--- src/rtl/irq_seq_pkg.sv ---
// Shared types and constants for the interrupt sequencer: FSM state encoding,
// default vector layout and the source-index width helper.
package irq_seq_pkg;

    typedef enum logic [2:0] {
        IDLE,
        FLUSH,
        VECTOR,
        HANDLER,
        RETURN
    } irqState_e;

    localparam logic [31:0] DEFAULT_VEC_BASE   = 32'h0000_0100;
    localparam logic [31:0] DEFAULT_VEC_STRIDE = 32'd4;

    // A single source still needs a one-bit index so ports never collapse to zero width.
    function automatic int idWidth(input int n);
        return (n > 1) ? $clog2(n) : 1;
    endfunction

endpackage

--- src/rtl/irq_prio_enc.sv ---
// Fixed-priority encoder: the lowest set request index wins, with a flag
// telling whether any request is present at all.
module irq_prio_enc
    import irq_seq_pkg::*;
#(
    parameter int N  = 4,
    parameter int IW = idWidth(N)
) (
    input  logic [N-1:0]  req_i,
    output logic          valid_o,
    output logic [IW-1:0] idx_o
);

    // Scanning downward lets the lowest active index overwrite any higher one.
    always_comb begin
        valid_o = |req_i;
        idx_o   = '0;
        for (int i = N - 1; i >= 0; i--) begin
            if (req_i[i]) begin
                idx_o = IW'(i);
            end
        end
    end

endmodule

--- src/rtl/irq_sequencer.sv ---
// Interrupt sequencer beside the M-stage CSR logic: latches request edges as
// pending, masks and prioritises them, and drives the pipeline entry/return sequence.
module irq_sequencer
    import irq_seq_pkg::*;
#(
    parameter int          NUM_SRC    = 4,
    parameter logic [31:0] VEC_BASE   = DEFAULT_VEC_BASE,
    parameter logic [31:0] VEC_STRIDE = DEFAULT_VEC_STRIDE
) (
    input  logic                         clk,
    input  logic                         rst,
    input  logic [NUM_SRC-1:0]           irq_req,
    input  logic                         mask_we,
    input  logic [NUM_SRC-1:0]           mask_wdata,
    input  logic [31:0]                  PCM,
    input  logic                         ValidM,
    input  logic                         returnM,
    output logic                         Int_flush,
    output logic                         Int_sel,
    output logic [31:0]                  PC_Int,
    output logic [31:0]                  returnadress,
    output logic                         int_active,
    output logic [idWidth(NUM_SRC)-1:0]  int_id,
    output logic [NUM_SRC-1:0]           pending,
    output logic [NUM_SRC-1:0]           mask
);

    localparam int IDW = idWidth(NUM_SRC);

    irqState_e          state_q, state_d;
    logic [NUM_SRC-1:0] pending_q, pending_d;
    logic [NUM_SRC-1:0] mask_q;
    logic [NUM_SRC-1:0] irqPrev_q;
    logic [NUM_SRC-1:0] irqRise;
    logic [NUM_SRC-1:0] cand;
    logic [NUM_SRC-1:0] pendClr;
    logic               ie_q;
    logic [31:0]        retAddr_q;
    logic [IDW-1:0]     intId_q;
    logic [IDW-1:0]     winIdx;
    logic               winValid;
    logic               takeEntry;

    assign irqRise = irq_req & ~irqPrev_q;
    assign cand    = pending_q & mask_q;

    irq_prio_enc #(
        .N  (NUM_SRC),
        .IW (IDW)
    ) u_prio (
        .req_i   (cand),
        .valid_o (winValid),
        .idx_o   (winIdx)
    );

    // Entry only on a real instruction in M, and never while a return is retiring.
    assign takeEntry = (state_q == IDLE) && winValid && ie_q && ValidM && !returnM;

    always_ff @(posedge clk or negedge rst) begin
        if (!rst) begin
            state_q <= IDLE;
        end else begin
            state_q <= state_d;
        end
    end

    always_comb begin
        state_d = state_q;
        case (state_q)
            IDLE:    if (takeEntry) state_d = FLUSH;
            FLUSH:   state_d = VECTOR;
            VECTOR:  state_d = HANDLER;
            HANDLER: if (returnM) state_d = RETURN;
            RETURN:  state_d = IDLE;
            default: state_d = IDLE;
        endcase
    end

    always_comb begin
        Int_flush  = 1'b0;
        Int_sel    = 1'b0;
        PC_Int     = 32'd0;
        int_active = 1'b0;
        case (state_q)
            FLUSH: Int_flush = 1'b1;
            VECTOR: begin
                Int_sel    = 1'b1;
                PC_Int     = VEC_BASE + (32'(intId_q) * VEC_STRIDE);
                int_active = 1'b1;
            end
            HANDLER: int_active = 1'b1;
            RETURN:  int_active = 1'b1;
            default: ;
        endcase
    end

    // The serviced bit drops while vectoring; a fresh edge on that bit still wins.
    always_comb begin
        pendClr = '0;
        for (int i = 0; i < NUM_SRC; i++) begin
            pendClr[i] = (state_q == VECTOR) && (intId_q == IDW'(i));
        end
        pending_d = (pending_q & ~pendClr) | irqRise;
    end

    always_ff @(posedge clk or negedge rst) begin
        if (!rst) begin
            irqPrev_q <= '0;
            pending_q <= '0;
            mask_q    <= '1;
            ie_q      <= 1'b1;
            retAddr_q <= 32'd0;
            intId_q   <= '0;
        end else begin
            irqPrev_q <= irq_req;
            pending_q <= pending_d;
            if (mask_we) begin
                mask_q <= mask_wdata;
            end
            if (takeEntry) begin
                ie_q      <= 1'b0;
                retAddr_q <= PCM;
                intId_q   <= winIdx;
            end else if (state_q == RETURN) begin
                ie_q <= 1'b1;
            end
        end
    end

    assign returnadress = retAddr_q;
    assign int_id       = intId_q;
    assign pending      = pending_q;
    assign mask         = mask_q;

endmodule
--- config.mk ---
export PLATFORM = sky130hd
export DESIGN_NAME = irq_sequencer
export DESIGN_NICKNAME = d
export VERILOG_FILES = /design/src/rtl/irq_seq_pkg.sv /design/src/rtl/irq_prio_enc.sv /design/src/rtl/irq_sequencer.sv
export SDC_FILE = /design/constraint.sdc
export NUM_CORES = 1
export LEC_CHECK = 0
export CAP_MARGIN = 20
export CORE_MARGIN = 2
export CORE_UTILIZATION = 30
export CTS_CLUSTER_SIZE = 20
export DETAILED_ROUTE_END_ITERATION = 10
export PLACE_DENSITY = 0.63
export SETUP_SLACK_MARGIN = 0.5
export SKIP_CTS_REPAIR_TIMING = 1
export SYNTH_ARGS = -nofsm -noshare
export SYNTH_HDL_FRONTEND = slang
export SYNTH_SLANG_ARGS = --single-unit
export TNS_END_PERCENT = 10
--- constraint.sdc ---
create_clock -name clk -period 2.3 [get_ports clk]
set_input_delay 0.46 -clock clk [delete_from_list [all_inputs] [get_ports clk]]
set_output_delay 0.46 -clock clk [all_outputs]
set_load 0.05 [all_outputs]
# --- Word-level counts from Yosys, hierarchy flattened ---
# Index checks and enable logic that the tools add are counted.
word_totals:
  ff_bits: 50
  latchBits: 0
  mem_bits_rw: 0
  romBits: 0
  input_bits: 45
  out_inout_bits: 77
  elab_cells: 51
  memories: 0
op_classes:
  addsub: 1
  n_mul: 0
  n_div: 0
  order_cmp: 0
  eq_ne: 9
  n_shift: 0
  n_mux: 13
  bitwise_logic: 6
  reduce_logical: 15
ops:
  columns: ["cell", "n"]
  rows:
  - ["$and 4x4->4", 3]
  - ["$pmux 3 s4", 1]
  - ["$add 9x4->10 const A", 1]
  - ["$mux 10", 1]
  - ["$logic_and 1x1->1", 8]
  - ["$mux 2", 4]
  - ["$not 4->4", 2]
  - ["$eq 3x2->1 const B", 2]
  - ["$mux 3", 2]
  - ["$mux 1", 5]
  - ["$eq 2x2->1 const B", 2]
  - ["$ne 2x2->1 const B", 2]
  - ["$or 4x4->4", 1]
  - ["$reduce_or 4->1", 1]
  - ["$eq 3x1->1 const B", 1]
  - ["$eq 3x3->1 const B", 1]
  - ["$logic_not 3->1", 1]
  - ["$reduce_or 3->1", 1]
  - ["$eq 2x1->1 const B", 1]
  - ["$logic_not 2->1", 1]
  - ["$reduce_and 2->1", 1]
  - ["$reduce_bool 2->1", 1]
  - ["$logic_not 1->1", 1]

# --- Logic depth before layout (Yosys ltp) ---
# Gate-level depths: netlist (run 1).
depth:
  ltp_word: 8
  ltp_mapped: 5
  depth_no_buf: 4

# --- By module ---
# From an unflattened synthesis (run 1), not the netlist that was laid out.
unflattened:
  cells_unflattened: 167
  hier_area_um2: 2323.5
by_module_without_submodules:
  columns: ["module", "n_inst", "cells_each", "area_per_inst_um2", "seq_area_each_um2"]
  rows:
  - ["irq_sequencer", 1, 160, 2288.4, 1257.5]
  - ["irq_prio_enc", 1, 7, 35.0, 0.0]

# --- Least setup slack after synthesis (run 1) ---
# OpenSTA, ideal clock, no wires.
synth_path:
  path_kind: "reg-to-output"
  from: "register state_q[0]"
  to: "output PC_Int[2]"
  t_arrival_ns: 2.352
  required_ns: 1.840
  setup_slack_ns: -0.512
  path_stages_with_launch: 4
  path_cell_list: "dfrtp_1 nor3b_1 nand2_1 inv_1"
synth_via:
  elab_chain_cells: 2
synth_rtl:
  columns: ["element", "line_no", "text"]
  rows:
  - ["start: declaration", "irq_sequencer.sv:30", "irqState_e state_q, state_d;"]
  - ["start signal: assignment", "irq_sequencer.sv:63", "state_q <= state_d;"]
  - ["$eq 3x2->1", "irq_sequencer.sv:84", "case (state_q)"]
  - ["$mux 10", "irq_sequencer.sv:84", null]
  - ["end: declaration", "irq_sequencer.sv:20", "output logic [31:0] PC_Int,"]
# Every way passes these cells.

# --- Worst setup path after layout (run 1) ---
layout_path:
  from: "register intId_q[0], in the netlist int_id[0]"
  to: "output int_id[0]"
layout_rtl:
  columns: ["element", "line_no", "text"]
  rows:
  - ["start: declaration", "irq_sequencer.sv:39", "logic [IDW-1:0] intId_q;"]
  - ["start signal: assignment", "irq_sequencer.sv:123", "intId_q <= winIdx;"]
  - ["end: declaration", "irq_sequencer.sv:23", "output logic [idWidth(NUM_SRC)-1:0] int_id,"]
# No word-level cell between the ends.

==> impl_metrics.toml, run 1 <==
[cells_and_area]
nets = 303
syn_to_final_growth_pct = 46.8
n_antenna_cell = 0
layout-drive-gt1-share_pct = 24.7

[clock_network]
cts-root-buf = "clkbuf_8"
cts_tree = "done"
cts_sinks = 50
insertion_delay_ns = 0.30
htreeDepth = 2
numCtsBuffers = 5
cts_buffer_depth = 2
clk_pin_slew_worst_paths_ns = 0.09

[floorplan]
coreArea_mm2 = 0.00733
fp.dieArea_mm2 = 0.00839
io_pins = 122
dieHeight_um = 91.6
rows = 31
initial_core_util_pct = 31.4
fp.dieW_um = 91.6

[worst_setup_path]
path_max_fanout = 6
crit_family = "buffers and inverters"
cp-start-kind = "flip-flop"
worst-path-buf-inv = 1
critPathKind = "reg2out"
critical_path.slowest_cell = "clkdlybuf4s50_1"
arrival_ns = 1.64
end_kind = "output pin"
cp.required_ns = 1.84
crit_path_max_incr_delay_ns = 0.86
crit_chain = "clkdlybuf4s50_1"

[yosys]
ys_types = 28
syn_area_per_cell_um2 = 14.3
synth_edf_count = 0
yosysWarnings = 0
ys.flop_type = "dfrtp_1"
syn_inst = 161
ys_seq_area_share_pct = 54.6
async_flop_share_pct = 100
synth_area_mm2 = 0.00230
yosys_register_bits = 50

[global_routing]
grt_pass1_wl_um = 7330
grt_start_max_net_pins = 51
gr-total-overflow = 0
grt.total_usage_pct = 10.8
grt_pass1_vias = 1536
antenna_found_initial = 0

[timing]
min_period_over_period_pct = 91.3
setup_viol = 0
slew-limit-headroom_pct = 64.7
fin_crit_ns = 2.10
worstMarginPinSlew_ns = 0.528
fin_setup_tns_ns = 0
skew_ns = 0.00764
drv_slew = 0
finalHoldViolCount = 0
hold_slack_ns = 0.129
fmax_ghz = 0.476
rsz0062_at_grt = "yes"

[pwr]
max-vdd-ir-drop_v = 0.000879
p_per_area_mw_per_mm2 = 1540
power_leakage_nw = 1.61

[route]
dr_total_vias = 1460
ant_nets = 0
vias_per_cell = 4.08
drtIter0Drc = 48
drt-total-wl_um = 4590
drc = 0
wl_per_cell_um = 12.8
firstDrtPassIters = 4

[outcome]
status = "finished, final reports clean"

[placed_design]
dp_hpwl_um = 3330
gp_congestion = 0.739
place.port_buffers = 92

[job]
maxCapViolations = 0

[worst_hold_path]
holdCritPathClass = "in2async"
path summary, 6_finish.rpt:
| check | from | end | slack, ns | cells after the start |
|---|---|---|---|---|
| hold / removal | rst | pending[0] | 0.13 | 2 |
| max in group asynchronous | rst | mask[2] | 1.90 | 2 |
| setup reg to reg | pending[3] | returnadress[11] | 0.63 | 4 |
| setup / recovery | int_id[0] | int_id[0] | 0.20 | 1 |
| hold reg to reg | irqPrev_q[3] | pending[3] | 0.44 | 1 |
| min in group clk | irqPrev_q[3] | pending[3] | 0.44 | 1 |
power breakdown:
part | switching (mW) | leakage [nW] | internal, mW
sequential | 0.276 | 0.594 | 1.25
clock | 0.285 | 0.0585 | 0.355
combinational | 1.86 | 0.960 | 1.16
cell type report:
type                    instances  area (um2)
inverters                       7        26.3
clock inverters                 1        30.0
clock buffers                   7        86.3
well taps                      99         124
flip-flops and latches         50        1260
multi-input cells              99         860
fillers                       675        3950
repair buffers                 95         996
cells in the mapped netlist (2+ instances only):
library cell	n	area, um2
mux2_4	26	390
inv_1	7	26.3
a31oi_1	2	12.5
nand2_1	7	26.3
o21ai_0	6	30.0
dfstp_2	5	131
dfrtp_1	45	1130
nand2b_1	2	12.5
nor3b_1	2	15.0
a22o_1	2	17.5
buf_12	2	40.0
mux2_2	10	113
buf_4	30	225
sequential cells by signal (all words and copies together), names as in the netlist:
register      flops
ie_q              1
state_q           3
returnadress     32
int_id            2
pending           4
irqPrev_q         4
mask              4
cells by family (layout without fill, tap and decap cells):
kind of cell           Yosys count  count (layout)  share of synthesized area (%)
DFF                             50              50                           54.6
buffers and inverters           40             110                           13.3
muxes                           36              36                           21.8
AOI/OAI and AO/OA               17              17                           5.87
and+or+nand+nor                 17              17                           4.18
other                            1              29                          0.163
routing by layer:
metal / global-route usage (%) / routed length (um) / vias up
met3: 3.98 / 454 / 4
met4: 2.65 / 38 / 0
met2: 16.4 / 1980 / 82
li1: - / - / 687
met1: 14.7 / 2110 / 687
met5: 0 / 0 / -
through the flow:
stage          worst slack [ns]  util [%]  cell area (um2)  instances  total power, mW
3_5_place_dp              0.242      44.4             3250        350             4.58
4_1_cts                   0.143      46.0             3370        358             5.25
2_1_floorplan             0.340         -             2420        189             3.63
5_1_grt                   0.157      46.1             3380        358             5.43
3_3_place_gp              0.249      44.4             3250        350             4.56
6_report                  0.201      46.1             3380        358             5.19
layout by cell type, fill, tap and decap left out, drive strengths merged, types with 2 or more instances in the layout:
master	n
dfrtp	45
nand2	7
mux2	36
nor2	2
inv	7
a31oi	2
buf	10
conb	29
o21ai	6
a22o	2
dlymetal6s2s	4
nand2b	2
clkdlybuf4s50	81
nor3b	2
dfstp	5
clkbuf	7
(Power assumes the default switching activity.)
==> inputs of run 2 (changes only) <==
--- a/config.mk
+++ b/config.mk
@@ -5,11 +5,13 @@
 export SDC_FILE = /design/constraint.sdc
 export NUM_CORES = 1
 export LEC_CHECK = 0
+export ABC_AREA = 1
 export CAP_MARGIN = 20
 export CORE_MARGIN = 2
 export CORE_UTILIZATION = 30
 export CTS_CLUSTER_SIZE = 20
 export DETAILED_ROUTE_END_ITERATION = 10
+export MAX_ROUTING_LAYER = met4
 export PLACE_DENSITY = 0.63
 export SETUP_SLACK_MARGIN = 0.5
 export SKIP_CTS_REPAIR_TIMING = 1
==> impl_metrics.toml, run 2 <==
[route]
ant_nets = 0
drc = 0
drt-total-wl_um = 5450
dr_total_vias = 1892
drtIter0Drc = 58
wl_per_cell_um = 12.1
firstDrtPassIters = 4
vias_per_cell = 4.21

[pwr]
power_leakage_nw = 1.66
p_switching_mw = 2.63
internal_power_mw = 2.40
combPwrFrac_pct = 60.2
p_sw_share_pct = 52.2
max-vdd-ir-drop_v = 0.000679
p_per_area_mw_per_mm2 = 1530
pwr-share-seq_pct = 30.1
clockPowerShare_pct = 9.7

[placed_design]
place.port_buffers = 92
dp_hpwl_um = 3940
gp_congestion = 0.679
place_inst = 442
placed_area_mm2 = 0.00319

[cells_and_area]
final_cells = 449
multi_input_area_um2 = 796
syn_to_final_growth_pct = 42.0
seq_area_mm2 = 0.00126
mostFrequentLayoutCell = "nand2_1"
largest_register_ffs = 32
final_cell_mix = "87 x nand2_1, 81 x clkdlybuf4s50_1, 45 x dfrtp_1"
nets = 395
post-route-util_pct = 44.5
n_antenna_cell = 0
layout-drive-gt1-share_pct = 9.43
fillerInstances = 753
postLayoutCellArea_mm2 = 0.00328

[worst_setup_path]
end_kind = "output pin"
arrival_ns = 1.55
critical_path.slowest_cell = "clkdlybuf4s50_1"
crit_family = "buffers and inverters"
r2r_slack_ns = 0.79
cp-start-kind = "flip-flop"
cp.required_ns = 1.84
path_max_fanout = 4
crit_path_max_incr_delay_ns = 0.84
worst-path-buf-inv = 1
crit_chain = "clkdlybuf4s50_1"
critPathKind = "reg2out"

[yosys]
synth_top_cell_by_area = "dfrtp_1"
yosysWarnings = 0
ys_seq_area_share_pct = 54.5
synth_edf_count = 0
yosys_register_bits = 50
yosysTopAreaCellShare_pct = 48.8
post-synth-top-count-cell = "nand2_1"
syn_area_per_cell_um2 = 8.95
ys.flop_type = "dfrtp_1"
synth_common_cells = "87 x nand2_1, 45 x dfrtp_1, 36 x nand3_1"
syn_inst = 258
yosys-top-cells-area = "dfrtp_1 49%, nand2_1 14%, buf_4 11%"
async_flop_share_pct = 100
ys_types = 21
synth_area_mm2 = 0.00231

[timing]
fin_crit_ns = 2.01
hold_slack_ns = 0.154
drv_slew = 0
min_period_over_period_pct = 87.4
fin_setup_tns_ns = 0
slew-limit-headroom_pct = 59.7
finalHoldViolCount = 0
fmax_ghz = 0.497
rsz0062_at_grt = "yes"
setup_viol = 0
skew_ns = 0.00548
worstMarginPinSlew_ns = 0.604

[clock_network]
cts-root-buf = "clkbuf_8"
cts_tree = "done"
htreeDepth = 2
clk_pin_slew_worst_paths_ns = 0.09
insertion_delay_ns = 0.30
numCtsBuffers = 5
cts_buffer_depth = 2
cts_sinks = 50

[floorplan]
io_pins = 122
initial_core_util_pct = 31.3
fp.dieArea_mm2 = 0.00841
fp.dieW_um = 91.7
rows = 31
dieHeight_um = 91.7
coreArea_mm2 = 0.00737

[outcome]
status = "finished, final reports clean"

[global_routing]
grt_start_max_net_pins = 36
grt_pass1_vias = 1905
grt.total_usage_pct = 14.0
gr-total-overflow = 0
antenna_found_initial = 0
grt_pass1_wl_um = 9170

[worst_hold_path]
holdCritPathClass = "in2async"

[job]
maxCapViolations = 0
run 2: changes by cell type in the layout (fill, tap and decap cells not counted), moves of 4 or more:
cell     before  now
nand2_1       7   87
nand3_1       1   36
mux2_4       26    0
inv_1         7   17
mux2_2       10    4
buf_4         4    9
nor2_1        1    6
buf_12        5    1
run 2: final cells by class:
class / count / area share [%]
Clock inverter: 2 / 0.305
Tap cell: 99 / 3.78
Multi-Input combinational cell: 179 / 24.3
Clock buffer: 5 / 2.10
Sequential cell: 50 / 38.4
Inverter: 18 / 2.06
Timing Repair Buffer: 96 / 29.1
run 2: routing by layer:
metal / routed length (um) / vias to the layer above / global-route usage [%]
met5: 0 / - / -
met3: 502 / 6 / 4.60
li1: - / 929 / -
met2: 2640 / 95 / 23.2
met1: 2250 / 862 / 16.5
met4: 53 / 0 / 3.36
run 2: through the flow:
stage	setup WS, ns	total power, mW
2_1_floorplan	0.276	3.61
3_3_place_gp	0.427	4.55
3_5_place_dp	0.355	4.58
4_1_cts	0.164	5.09
5_1_grt	0.210	5.33
6_report	0.290	5.03
run 2: power groups by stage:
stage	Clock (mW)	Combinational, mW	Sequential (mW)
global route	0.547	3.22	1.57
CTS	0.513	3.06	1.52
finish	0.488	3.03	1.51
global placement	0	3.02	1.53
floorplan	0	0.904	2.70
detailed placement	0	3.05	1.53
run 2: worst paths after layout:
check                              from          endpoint  cells past startpoint
max in group asynchronous           rst           mask[3]                      2
setup reg to reg                mask[2]  returnadress[25]                      7
hold / removal                      rst  returnadress[11]                      1
min in group clk           irqPrev_q[2]        pending[2]                      1
setup / recovery             pending[3]        pending[3]                      1
hold reg to reg            irqPrev_q[2]        pending[2]                      1
run 2: cells by family (layout without fill, tap and decap cells):
logic type / count (synthesis) / after routing / synth area share (%)
and+or+nand+nor: 137 / 137 / 25.7
buffers and inverters: 57 / 121 / 15.6
DFF: 50 / 50 / 54.5
AOI/OAI and AO/OA: 9 / 9 / 2.11
muxes: 4 / 4 / 1.95
other: 1 / 29 / 0.162
==> variant 1, RTL diff (settings of run 2) <==
The 5 states of `irqState_e` get a one-hot encoding in 5 bits.
--- a/src/rtl/irq_seq_pkg.sv
+++ b/src/rtl/irq_seq_pkg.sv
@@ -4,8 +4,8 @@
 
-    typedef enum logic [2:0] {
-        IDLE,
-        FLUSH,
-        VECTOR,
-        HANDLER,
-        RETURN
+    typedef enum logic [4:0] {
+        IDLE    = 5'b00001,
+        FLUSH   = 5'b00010,
+        VECTOR  = 5'b00100,
+        HANDLER = 5'b01000,
+        RETURN  = 5'b10000
     } irqState_e;
Function: no difference found for any inputs over 10 cycles, from zero or initial values and one cycle with rst low; not proved beyond that.
==> variant 1 against run 2 <==
Die area is 7.5% higher; sequential cell count is 2 higher; final area is 5.7% higher; first-iteration DRC count is 17% lower; critical endpoint is now int_id[1]; routed wire length is 1.3% higher; worst setup slack worse by 0.032 ns; critical path depth stayed put; area after synthesis is 7.9% higher.
Power is not compared: it rests on default switching activity, and its combinational part moved more than twofold at a synthesized area within 25%.
==> variant 1: results (changes against run 2) <==
[placed_design]
port_buffers = 92  ; unchanged
dpl.hpwl_mm = 3.975  ; +0.81%
gp_congestion = 0.7668  ; +13%
dpl_cell_area_sq_mm = 0.003343  ; +4.9%

[sta]
clock_skew_ns = 0.007986  ; +0.002509 ns
relSlewSlack = 0.5716  ; -0.02568

[grt]
grt_pass1_vias = 1912  ; +0.37%
grt_first_pass_wirelength_mm = 8.845  ; -3.5%
grt_usage = 0.1297  ; -0.01008
grt_max_degree = 53  ; +47%

[drt]
drtIter0Drc = 48  ; -17%
num_vias = 1967  ; +4.0%
wl_per_cell_um = 11.67  ; -3.8%
firstDrtPassIters = 4  ; unchanged

[synth]
yosys-top-cells-area = dfrtp_1, nand2_1, buf_4, nand3_1, dfstp_2
async_reset_ff_frac = 1.000  ; unchanged
yosys-top-cells-count = nand2_1, dfrtp_1, nand3_1
synth_cell_types = 23  ; +9.5%
seq_area_frac_synth = 0.5256  ; -0.01909
ys.flop_type = dfrtp_1

[critical_path]
crit_arrival_ns = 1.58  ; +0.03 ns
path_max_fanout = 5  ; +1

[finish]
n_fill_cell = 815  ; +8.2%
num_antenna_cells = 0  ; unchanged
largest_reg_flops = 32  ; unchanged
drive_above_1_share = 0.1223  ; +0.02800
nets = 412  ; +4.3%

[clock_tree]
cts.path.max_buffers = 2  ; unchanged
clk_latency_ns = 0.30  ; about the same
root_buffer = clkbuf_8

[status]
status = complete, no violations

[variant 1: final cells by class]
cell class                      count  area (sq um)  area share
Clock buffer                        5         68.82     0.01986
Tap cell                          105         131.4     0.03792
Multi-Input combinational cell    191         872.1      0.2517
Timing Repair Buffer               95         958.4      0.2766
Sequential cell                    52          1309      0.3778
Clock inverter                      3         42.54     0.01228
Inverter                           22         82.58     0.02384
[variant 1: worst reg2reg max path, stage by stage, from the launching register on]
cell     delay, ns
dfstp_2       0.55
nand2_1       0.07
nand2_1       0.10
inv_1         0.06
nand2_2       0.08
nand3_4       0.34
nand2_1       0.18
nand2_1       0.07
[variant 1: routing by layer]
layer	wire [um]	part of all wire	track usage
met5	0	0	-
met4	65	0.012	0.03623
met3	366	0.066	0.03478
met2	2723	0.49	0.2177
met1	2365	0.43	0.1534
[variant 1: cell families after synthesis]
family | synth area share
mux | 0.01809
buf+inv | 0.1703
simple gates | 0.2764
flops | 0.5256
compound gates | 0.008037
other cells | 0.001506
[variant 1: worst paths after layout]
check	endpoint	slack [ns]	startpoint	cells past startpoint
max	int_id[1]	0.26	int_id[1]	1
min	returnadress[29]	0.26	rst	2
max reg2reg	returnadress[4]	0.75	mask[2]	7
min reg2reg	returnadress[13]	0.48	returnadress[13]	2
max in group asynchronous	returnadress[3]	1.61	rst	2
min in group clk	returnadress[13]	0.48	returnadress[13]	2
[variant 1: power breakdown]
group          internal, mW  switching [mW]  total, mW
Sequential            0.930         0.00688      0.937
Combinational        0.0882           0.175      0.264
Clock                 0.322           0.301      0.623
[variant 1: metrics by stage]
stage / worst slack (ns) / util / std cells
CTS: 0.1613 / 0.4247 / 473
global route: 0.2013 / 0.4259 / 473
global placement: 0.3753 / 0.4110 / 465
detailed placement: 0.3314 / 0.4110 / 465
finish: 0.2573 / 0.4259 / 473
floorplan: 0.3822 / - / 305
==> variant 2, RTL diff (settings of run 2) <==
Made on the original files. Change the parameter `NUM_SRC` from 4 to 3.
--- a/src/rtl/irq_sequencer.sv
+++ b/src/rtl/irq_sequencer.sv
@@ -5,3 +5,3 @@
 #(
-    parameter int          NUM_SRC    = 4,
+    parameter int          NUM_SRC    = 3,
     parameter logic [31:0] VEC_BASE   = DEFAULT_VEC_BASE,
Interface: changed (resized irq_req, mask, mask_wdata and pending); port bits go from 122 to 118. The function was not compared with the original's and may differ.
==> variant 2 against run 2 <==
Routed wire length is 11% lower; worst setup slack improved by 0.043 ns; register-to-register slack got worse by 0.07 ns; global-route usage down 0.87 points; synthesized cell count decreased by 4.3%; sequential cell count fell by 3; sequential power decreased by 5%; final area is 3.5% lower; die area is 4.5% lower; sequential share of layout area decreased by 1.0 points; total power fell by 2.4%; area after synthesis decreased by 4.7%; largest cell class unchanged.
==> variant 2: results (changes against run 2) <==
[status]
status = complete, no violations

[synth]
synthAdderAreaFrac = 0  ; unchanged
netlist_instances = 247  ; -4.3%
synth_compound_area_frac = 0.01251  ; -0.008624
yosys-top-cells-count = nand2_1, dfrtp_1, nand3_1
yosys-top-cells-area = dfrtp_1, nand2_1, buf_4, nand3_1, dfstp_2
yosys_warnings = 0  ; unchanged
seq_area_frac_synth = 0.5370  ; -0.007742
synth_cell_types = 23  ; +9.5%
yosys-mux-area-fraction = 0.01536  ; -0.004154

[critical_path]
worst-r2r-setup-slack_ns = 0.72  ; -0.07 ns
crit_arrival_ns = 1.51  ; -0.04 ns
r2r_cells = 5  ; -2
timing.rr.start = pending[1]
crit_end = int_id[1]
critPathLaunch = int_id[1]
r2r_end = returnadress[7]
max_stage_delay_ns = 0.82  ; -0.02 ns
path_max_fanout = 3  ; -1

[placed_design]
port_buffers = 88  ; -4.3%
gp_congestion = 0.7836  ; +15%
pre_cts_slack_ns = 0.3334  ; -0.02135 ns
dpl.hpwl_mm = 3.511  ; -11%

[sta]
relSlewSlack = 0.6453  ; +0.04805
fin_crit_sh = 0.8556  ; -0.01854
clock_skew_ns = 0.008547  ; +0.003071 ns

[clock_tree]
root_buffer = clkbuf_8
clk_pin_slew_ns = 0.08

[drt]
drt-vias-per-instance = 4.044  ; -4.0%
drtIter0Drc = 38  ; -34%
firstDrtPassIters = 4  ; unchanged
wl_per_cell_um = 11.14  ; -8.2%

[finish]
instances_no_fill = 434  ; -3.3%
drive_above_1_share = 0.09552  ; +0.001237
nets = 377  ; -4.6%

[power_and_ir_drop]
irDropWorstVdd_uv = 616.7  ; -9.1%
cellInternalPower_mw = 2.368  ; -1.4%
p_leak_nw = 1.610  ; -3.0%

[grt]
grt_first_pass_wirelength_mm = 7.914  ; -14%
grt_max_degree = 36  ; unchanged
grt_usage = 0.1311  ; -0.008698
grt_pass1_vias = 1674  ; -12%

[job]
max_cap_violations = 0  ; unchanged

[variant 2: cell types whose count changed after synthesis, moves of 2 or more]
cell	run 2	this run
inv_1	17	12
nor2_1	6	10
buf_2	3	0
clkbuf_1	0	3
o21ai_0	6	3
dfrtp_1	45	43
nand3_1	36	34
[variant 2: through the flow]
stage	area (sq um)	hold WS, ns
3_3_place_gp	3049	0.4071
4_1_cts	3153	0.1349
2_1_floorplan	2307	0.1644
6_report	3163	0.1253
5_1_grt	3163	0.1538
3_5_place_dp	3049	0.4384
[variant 2: power by group through the flow]
stage                     Sequential (mW)  Combinational, mW  Clock (mW)
after floorplan                      2.56              0.879           0
after global placement               1.45               2.93           0
after detailed placement             1.45               2.96           0
after CTS                            1.45               2.96       0.567
after global routing                 1.49               3.12       0.601
final                                1.44               2.93       0.540
[variant 2: metal layers]
layer	wire length [um]	share of wire	global-route usage	up-vias
li1	-	-	-	891
met1	2210	0.46	0.1698	789
met2	2247	0.46	0.2025	69
met3	334	0.069	0.03839	6
met4	43	0.0089	0.03256	0
met5	0	0	-	-
[variant 2: cell families after synthesis]
logic type	Yosys count
and+or+nand+nor	139
buffers and inverters	52
DFF	47
AOI/OAI and AO/OA	5
muxes	3
other	1
[variant 2: cell type report]
cell class / instances / area [sq um]
repair buffers: 91 / 920.9
well taps: 99 / 123.9
flip-flops and latches: 47 / 1181
fillers: 719 / 4013
clock inverters: 1 / 7.507
inverters: 13 / 48.80
clock buffers: 7 / 96.34
multi-input cells: 176 / 784.5
